File: src/rtl/uart_tx_arbiter_if.sv
// Requester-side and buart-side signals shared by the arbiter and its surroundings.
// master drives requests and buart busy; slave is the arbiter.
interface uart_tx_arbiter_if #(
   parameter int unsigned NREQ = 2
);
   logic [NREQ-1:0]   req_valid;
   logic [8*NREQ-1:0] req_data;
   logic [NREQ-1:0]   req_lock;
   logic [NREQ-1:0]   req_ready;
   logic [NREQ-1:0]   grant;
   logic              uart_busy;
   logic              uart_wr;
   logic [7:0]        uart_data;
   logic [15:0]       bytes_sent;

   modport master (
      output req_valid, req_data, req_lock, uart_busy,
      input  req_ready, grant, uart_wr, uart_data, bytes_sent
   );

   modport slave (
      input  req_valid, req_data, req_lock, uart_busy,
      output req_ready, grant, uart_wr, uart_data, bytes_sent
   );
endinterface

File: src/rtl/uart_tx_arbiter.sv
// Round-robin per-byte arbiter sharing one buart transmitter between NREQ producers,
// with an optional per-requester lock that keeps ownership across a multi-byte message.
module uart_tx_arbiter #(
   parameter int unsigned NREQ = 2
) (
   input  logic             clk,
   input  logic             reset,
   uart_tx_arbiter_if.slave bus
);
   localparam int unsigned PW = (NREQ > 1) ? $clog2(NREQ) : 1;

   typedef enum logic [1:0] {
      IDLE,
      WAIT,
      STROBE,
      GUARD
   } state_t;

   state_t          state_q, state_d;
   logic [PW-1:0]   ptr_q, ptr_d;
   logic [NREQ-1:0] grant_q, grant_d;
   logic [NREQ-1:0] ready_q, ready_d;
   logic            wr_q, wr_d;
   logic [7:0]      data_q, data_d;
   logic [15:0]     sent_q, sent_d;

   logic            owner_locked;
   logic [PW-1:0]   owner_idx;
   logic [PW-1:0]   rr_idx;
   logic            rr_found;
   logic [PW-1:0]   cand;
   logic [PW-1:0]   sel;
   logic            accept;

   // grant_q is one-hot, so the owner's lock is simply any lock bit under the grant
   assign owner_locked = |(grant_q & bus.req_lock);

   always_comb begin
      owner_idx = '0;
      for (int unsigned i = 0; i < NREQ; i++) begin
         if (grant_q[i]) owner_idx = PW'(i);
      end
   end

   always_comb begin
      rr_idx   = '0;
      rr_found = 1'b0;
      cand     = '0;
      for (int unsigned k = 1; k <= NREQ; k++) begin
         cand = PW'((32'(ptr_q) + k) % NREQ);
         if (!rr_found && bus.req_valid[cand]) begin
            rr_idx   = cand;
            rr_found = 1'b1;
         end
      end
   end

   always_comb begin
      state_d = state_q;
      ptr_d   = ptr_q;
      grant_d = grant_q;
      ready_d = '0;
      wr_d    = 1'b0;
      data_d  = data_q;
      sent_d  = sent_q;
      sel     = '0;
      accept  = 1'b0;

      case (state_q)
         IDLE: begin
            if (owner_locked) begin
               // locked owner is the only eligible requester; others stall
               if (|(grant_q & bus.req_valid)) begin
                  sel    = owner_idx;
                  accept = 1'b1;
               end
            end else begin
               grant_d = '0;
               if (rr_found) begin
                  sel    = rr_idx;
                  accept = 1'b1;
               end
            end
            if (accept) begin
               data_d  = bus.req_data[8*sel +: 8];
               ready_d = NREQ'(1) << sel;
               grant_d = NREQ'(1) << sel;
               ptr_d   = sel;
               state_d = WAIT;
            end
         end
         WAIT: begin
            if (!bus.uart_busy) begin
               wr_d    = 1'b1;
               state_d = STROBE;
            end
         end
         STROBE: begin
            sent_d  = sent_q + 16'd1;
            state_d = GUARD;
         end
         GUARD: begin
            if (!owner_locked) grant_d = '0;
            state_d = IDLE;
         end
         default: state_d = IDLE;
      endcase
   end

   always_ff @(posedge clk or posedge reset) begin
      if (reset) begin
         state_q <= IDLE;
         ptr_q   <= PW'(NREQ - 1);
         grant_q <= '0;
         ready_q <= '0;
         wr_q    <= 1'b0;
         data_q  <= '0;
         sent_q  <= '0;
      end else begin
         state_q <= state_d;
         ptr_q   <= ptr_d;
         grant_q <= grant_d;
         ready_q <= ready_d;
         wr_q    <= wr_d;
         data_q  <= data_d;
         sent_q  <= sent_d;
      end
   end

   assign bus.req_ready  = ready_q;
   assign bus.grant      = grant_q;
   assign bus.uart_wr    = wr_q;
   assign bus.uart_data  = data_q;
   assign bus.bytes_sent = sent_q;
endmodule

File: src/flat_wrapper.sv
// flat-port wrapper written by rule: the top's interface ports become plain ports
module uart_tx_arbiter_flat 
#(
   parameter int unsigned NREQ = 2
)
  (clk, reset, bus_req_valid, bus_req_data, bus_req_lock, bus_uart_busy, bus_req_ready, bus_grant, bus_uart_wr, bus_uart_data, bus_bytes_sent);
  uart_tx_arbiter_if #(.NREQ(NREQ)) bus_i ();
  input  logic clk;
  input  logic reset;
  input wire logic [$bits(bus_i.req_valid)-1:0] bus_req_valid;
  input wire logic [$bits(bus_i.req_data)-1:0] bus_req_data;
  input wire logic [$bits(bus_i.req_lock)-1:0] bus_req_lock;
  input wire logic [$bits(bus_i.uart_busy)-1:0] bus_uart_busy;
  output wire logic [$bits(bus_i.req_ready)-1:0] bus_req_ready;
  output wire logic [$bits(bus_i.grant)-1:0] bus_grant;
  output wire logic [$bits(bus_i.uart_wr)-1:0] bus_uart_wr;
  output wire logic [$bits(bus_i.uart_data)-1:0] bus_uart_data;
  output wire logic [$bits(bus_i.bytes_sent)-1:0] bus_bytes_sent;
  assign bus_i.req_valid = bus_req_valid;
  assign bus_i.req_data = bus_req_data;
  assign bus_i.req_lock = bus_req_lock;
  assign bus_i.uart_busy = bus_uart_busy;
  assign bus_req_ready = bus_i.req_ready;
  assign bus_grant = bus_i.grant;
  assign bus_uart_wr = bus_i.uart_wr;
  assign bus_uart_data = bus_i.uart_data;
  assign bus_bytes_sent = bus_i.bytes_sent;
  uart_tx_arbiter #(.NREQ(NREQ)) u_core (.clk(clk), .reset(reset), .bus(bus_i));
endmodule
File: config.mk
export PLATFORM = sky130hd
export DESIGN_NAME = uart_tx_arbiter_flat
export DESIGN_NICKNAME = d
export VERILOG_FILES = /design/src/rtl/uart_tx_arbiter_if.sv /design/src/rtl/uart_tx_arbiter.sv /design/src/flat_wrapper.sv
export SDC_FILE = /design/constraint.sdc
export NUM_CORES = 1
export LEC_CHECK = 0
export ABC_CLOCK_PERIOD_IN_PS = 4700
export CAP_MARGIN = 20
export CORE_AREA = 2 2 58 65
export DETAILED_ROUTE_END_ITERATION = 6
export DIE_AREA = 0 0 60 67
export PLACE_DENSITY = 0.81
export SETUP_SLACK_MARGIN = 0.05
export SYNTH_ARGS = -nofsm -noshare
export SYNTH_HDL_FRONTEND = slang
export SYNTH_SLANG_ARGS = --single-unit
File: constraint.sdc
create_clock -name clk -period 4.7 [get_ports clk]
set_input_delay 1.175 -clock clk [delete_from_list [all_inputs] [get_ports clk]]
set_output_delay 1.175 -clock clk [all_outputs]
set_load 0.005 [all_outputs]
# After elaboration in Yosys (flattened, before gate mapping)
# Cells that the tools add are included.
# Widths: inputs -> output; s select.
# totals
register_bits	32
input_bits	23
output_inout_bits	29
wordCells	56
# op_classes
add_sub_neg	3
order_cmp	2
eq_ne	5
shifts	2
muxes	27
n_bitwise	2
n_reduce_logical	8
# ops
operator	count
$mux 1	19
$add 16x1->16 const B	1
$shiftx 16x5->8	1
$mux 2	6
$pmux 2 s4	1
$and 2x2->2	2
$eq 2x2->1 const B	2
$lt 1x2->1 const B	2
$pmux 2 s2	1
$reduce_and 2->1	2
$reduce_or 2->1	2
$add 1x1->1 const B	2
$eq 2x1->1 const B	1
$logic_not 2->1	1
$ne 2x1->1 const B	1
$ne 2x2->1 const B	1
$reduce_bool 2->1	1
$shl 1x1->2 const A	1
$logic_and 1x1->1	1
$logic_not 1->1	1

# Longest topological paths before layout
# depth
depth_word	13
depth_mapped	8
mapped_depth_nobuf	6

# Worst setup path after synthesis
# No wires, ideal clock.
# synth_timing
path_kind	input to register
from	input port bus_req_valid[1]
to	register u_core.state_q[1]
setup_time_ps	128
t_arrival_ps	2037
required_ps	4572
setup_slack_ps	2535
cell_stages	4
path_buffers	0
cell_sequence	or2_2 > nand3_1 > a22o_1 > mux2_1
# synth_between
elab_chain_cells	11
word_cells_on_any_way	16
classes_between	eq/ne (1); mux (10); bitwise (1); reduce/logical (4)
# synth_rtl
item	line_no	source
start: declaration	flat_wrapper.sv:10	input wire logic [$bits(bus_i.req_valid)-1:0] bus_req_valid;
$mux 1 (not written as such) (2 in a row)	uart_tx_arbiter.sv:51	if (!rr_found && bus.req_valid[cand]) begin
$mux 1	uart_tx_arbiter.sv:51	
$logic_not 1->1	uart_tx_arbiter.sv:51	
$logic_and 1x1->1	uart_tx_arbiter.sv:51	
$mux 1	uart_tx_arbiter.sv:51	
$mux 1	uart_tx_arbiter.sv:79	if (rr_found) begin
$mux 1 (*)	uart_tx_arbiter.sv:71	if (owner_locked) begin
$mux 1 (*)	uart_tx_arbiter.sv:69	case (state_q)
$ne 2x1->1 (no source line) (*)	--	
$reduce_and 2->1 (no source line) (*)	--	
end signal: assignment	uart_tx_arbiter.sv:120	state_q <= state_d;
end: declaration	uart_tx_arbiter.sv:19	state_t state_q, state_d;
# Mark *: on every way between the ends. The rest lies on a longest branch, timed or not. The select of a mux whose other input is x is not followed.
# A chain may end at the register's enable or synchronous reset.

# Worst setup path in the final report
# layout_timing
from	input port bus_req_valid[0]
to	register u_core.data_q[1] (netlist: u_core.bus.uart_data[1])
# layout_between
elab_chain_cells	10
word_cells_on_any_way	22
classes_between	shift (1); mux (16); bitwise (1); reduce/logical (4)
# layout_rtl
item	line_no	source
$mux 1 (not written as such) (2 in a row)	uart_tx_arbiter.sv:51	
$mux 1	uart_tx_arbiter.sv:51	
$logic_not 1->1	uart_tx_arbiter.sv:51	
$logic_and 1x1->1	uart_tx_arbiter.sv:51	
$mux 1	uart_tx_arbiter.sv:51	
$mux 1	uart_tx_arbiter.sv:79	
$mux 1	uart_tx_arbiter.sv:71	
$mux 1	uart_tx_arbiter.sv:69	
$shiftx 16x5->8 / $reduce_and 2->1 (equally long branches)	--	
end signal: assignment	uart_tx_arbiter.sv:125	data_q <= data_d;
end: declaration	uart_tx_arbiter.sv:24	logic [7:0] data_q, data_d;
# Several ways; a longest one is shown, not always the timed one. The select of a mux whose other input is x is not followed.

==> results.md <==
- Post-synth EDFFs: 0
- CTS max path bufs: 2
- Top post-synthesis cells by area: dfrtp_1, xnor2_1, ha_1
- CORE AREA: 3330 um^2
- Worst Setup Path Type: input pin to register
- Min-delay worst type: register to register
- DR WL met3: 267 um
- GPL Wtd Cong: 0.941
- Top Layer Used: met4
- CP Max Fanout: 10
- Fin Hold WS: 0.490 ns
- Initial Utilization: 46.4%
- Clk Latency, worst-skew pair: 0.32 ns
- Vias/cell: 5.48
- Synth Flop Type: dfrtp_1
- Worst r2r path cells: 6
- Vias: 1336
- Worst-margin pin slew: ~0.58 ns
- Startpoint Class: input pin
- Cell count after synthesis: 142
- Slew Limit Fails: 0
- CTS buffer count: 5
- First-pass GRT wire length: between 5000 and 6000 um
- Relative slew slack: 61.4%
- Post-Synthesis Cell Area: around 1500 um^2
- Yosys reg bits: 32
- Full die area: 4020 um^2
- DR WL met2: 1850 um
- Post-DP HPWL: 2780 um
- Outcome: finished clean
- Vias in the first global route: 1340
- Area Overhead vs Synth: 40.0%
- Row cnt: 22
- Fin. Hold Viols: 0
- Fillers: 263
- Seq/Total Area, Yosys: 51.9%
- Average size of a mapped cell: 10.9 um^2
- Overall power: 1120 uW
- Synthesized net count: 171
- Initial drt markers: 78
- Cts repair resizes: 0
- Nets: around 220
- RSZ-0062 raised after global routing: false
- Die H: between 60 and 70 um
- Final setup viols: 0
- CP arrival: 2.73 ns
- Synth area leader: dfrtp_1
- Critical Path RT: approximately 5 ns
- Synth cell count leaders: dfrtp_1, nor2_1, xnor2_1, a21oi_1, a31oi_1
- Hold Path Cell Cnt: 1
- Setup Fix Bufs, Post-CTS: 0
- Routed wire length: ~3600 um
- CTS clk-pin slew, worst paths: 0.11 ns
- Most common cell in the netlist: dfrtp_1
- ANT nets after route: 0
- Total grt overflow: 0
- Cell Pwr Density: 516 nW/um^2
- CTS tree: built
- Max-cap check violation count: 0
- Die width: ~60 um
- Diode count: 0
- Initial antenna violation count: 0
- Share of layout cells above drive strength 1: a little over 7%
- IO Port Bufs: 51
- Cell variety after synth: 34
- M1 wire length: 1410 um
- Storage cell area: about 800 um^2
- Clock Skew: 0.00835 ns
- Multi-input gate area: 694 um^2
- Critical path capture point type: register
- Hold-fix buffers, CTS: 0
- IO Pins: 52
- DRC Markers: 0
- Min cycle time layout: 2.53 ns
- Fraction of registers with async set/reset: 100%
- Per-cell routed wire length: roughly 15 um
- Total track usage: 19.0%
- Leak: 0.000895 uW
- Synth warn: 0
- Share of the synthesized area in the top cell type: 50.2%
- First drt pass iteration count: 4
- Root Driver: clkbuf_4
- VDD IR max: 0.281 mV
- H-tree depth: 2
- Pin count of the biggest net entering global routing: 23
- Final Cycle Share: 53.8%
- Clock sinks: 32
- Fmax: between 300 and 400 MHz
- Setup TNS: 0 ns
## worst paths after layout
path                                            from                        end  slack (ns)
max                                 bus_req_valid[0]    u_core.bus.uart_data[1]        2.17
min                        u_core.bus.bytes_sent[15]  u_core.bus.bytes_sent[15]        0.49
max reg2reg                        u_core.state_q[0]  u_core.bus.bytes_sent[15]        2.83
min reg2reg                u_core.bus.bytes_sent[15]  u_core.bus.bytes_sent[15]        0.49
max in group asynchronous                      reset               u_core.ptr_q        2.87
min in group asynchronous                      reset    u_core.bus.uart_data[0]        1.14
## logic make-up (layout without fill, tap and decap cells)
logic type / Yosys count / in the layout / share of synthesized area [%]
AND/OR/NAND/NOR: 45 / 45 / 16.9
AO/OA/AOI/OAI: 32 / 32 / 12.5
flip-flops: 32 / 32 / 51.9
XOR/XNOR: 15 / 15 / 8.50
buffers and inverters: 9 / 63 / 3.24
adder cells (fa/ha/maj): 6 / 6 / 4.85
multiplexers: 3 / 3 / 2.10
## report_power, final
part | internal (uW) | switching, uW | total (uW)
Clock | 111 | 92.9 | 204
Sequential | 367 | 75.2 | 442
Combinational | 264 | 208 | 472
Total | 743 | 376 | 1120
## area by class of cell
class	count	share of cell area [%]
Timing Repair Buffer	52	23.9
Clock inverter	3	1.96
Sequential cell	32	37.0
Tap cell	48	2.77
Multi-Input combinational cell	101	32.1
Clock buffer	5	1.73
Inverter	3	0.520
## stage by stage
step                      instance area (um^2)  setup slack, ns  instances  utilization [%]
after floorplan                           1550             2.54        142                -
after global placement                    2090             1.95        236             62.6
after detailed placement                  2090             1.85        236             62.6
after CTS                                 2170             2.19        244             65.0
after global routing                      2170             2.13        244             65.0
final                                     2170             2.17        244             65.0
## worst max-delay path: stages
cell and delay (ns):
clkdlybuf4s50_1 0.52, nand4bb_1 0.20, nand4_1 0.40, a31oi_1 0.33, a21oi_1 0.10
## metal layers
layer | up-vias | GRT usage [%]
li1 | 624 | -
met1 | 643 | 22.2
met2 | 63 | 32.6
met3 | 6 | 3.69
met4 | 0 | 9.17
met5 | - | 0
## flip-flops by register name, indices dropped and copies added, names as in the netlist
signal and cells:
u_core.bus.uart_wr 1, u_core.bus.uart_data 8, u_core.ptr_q 1, u_core.bus.bytes_sent 16, u_core.bus.req_ready 2, u_core.state_q 2, u_core.bus.grant 2
## cells in the final DEF (no fill, tap or decap), types with 3 or more instances in the layout
master / instances
o21ai_1: 4
nand2_1: 6
a22o_1: 3
nand4_1: 6
inv_1: 3
dfrtp_1: 31
xnor2_1: 13
nand3_1: 5
clkdlybuf4s50_1: 51
a31oi_1: 8
and4_1: 5
o21ai_0: 4
ha_1: 6
clkbuf_4: 5
nor2_1: 13
a21oi_1: 10
(Power assumes the default switching activity.)
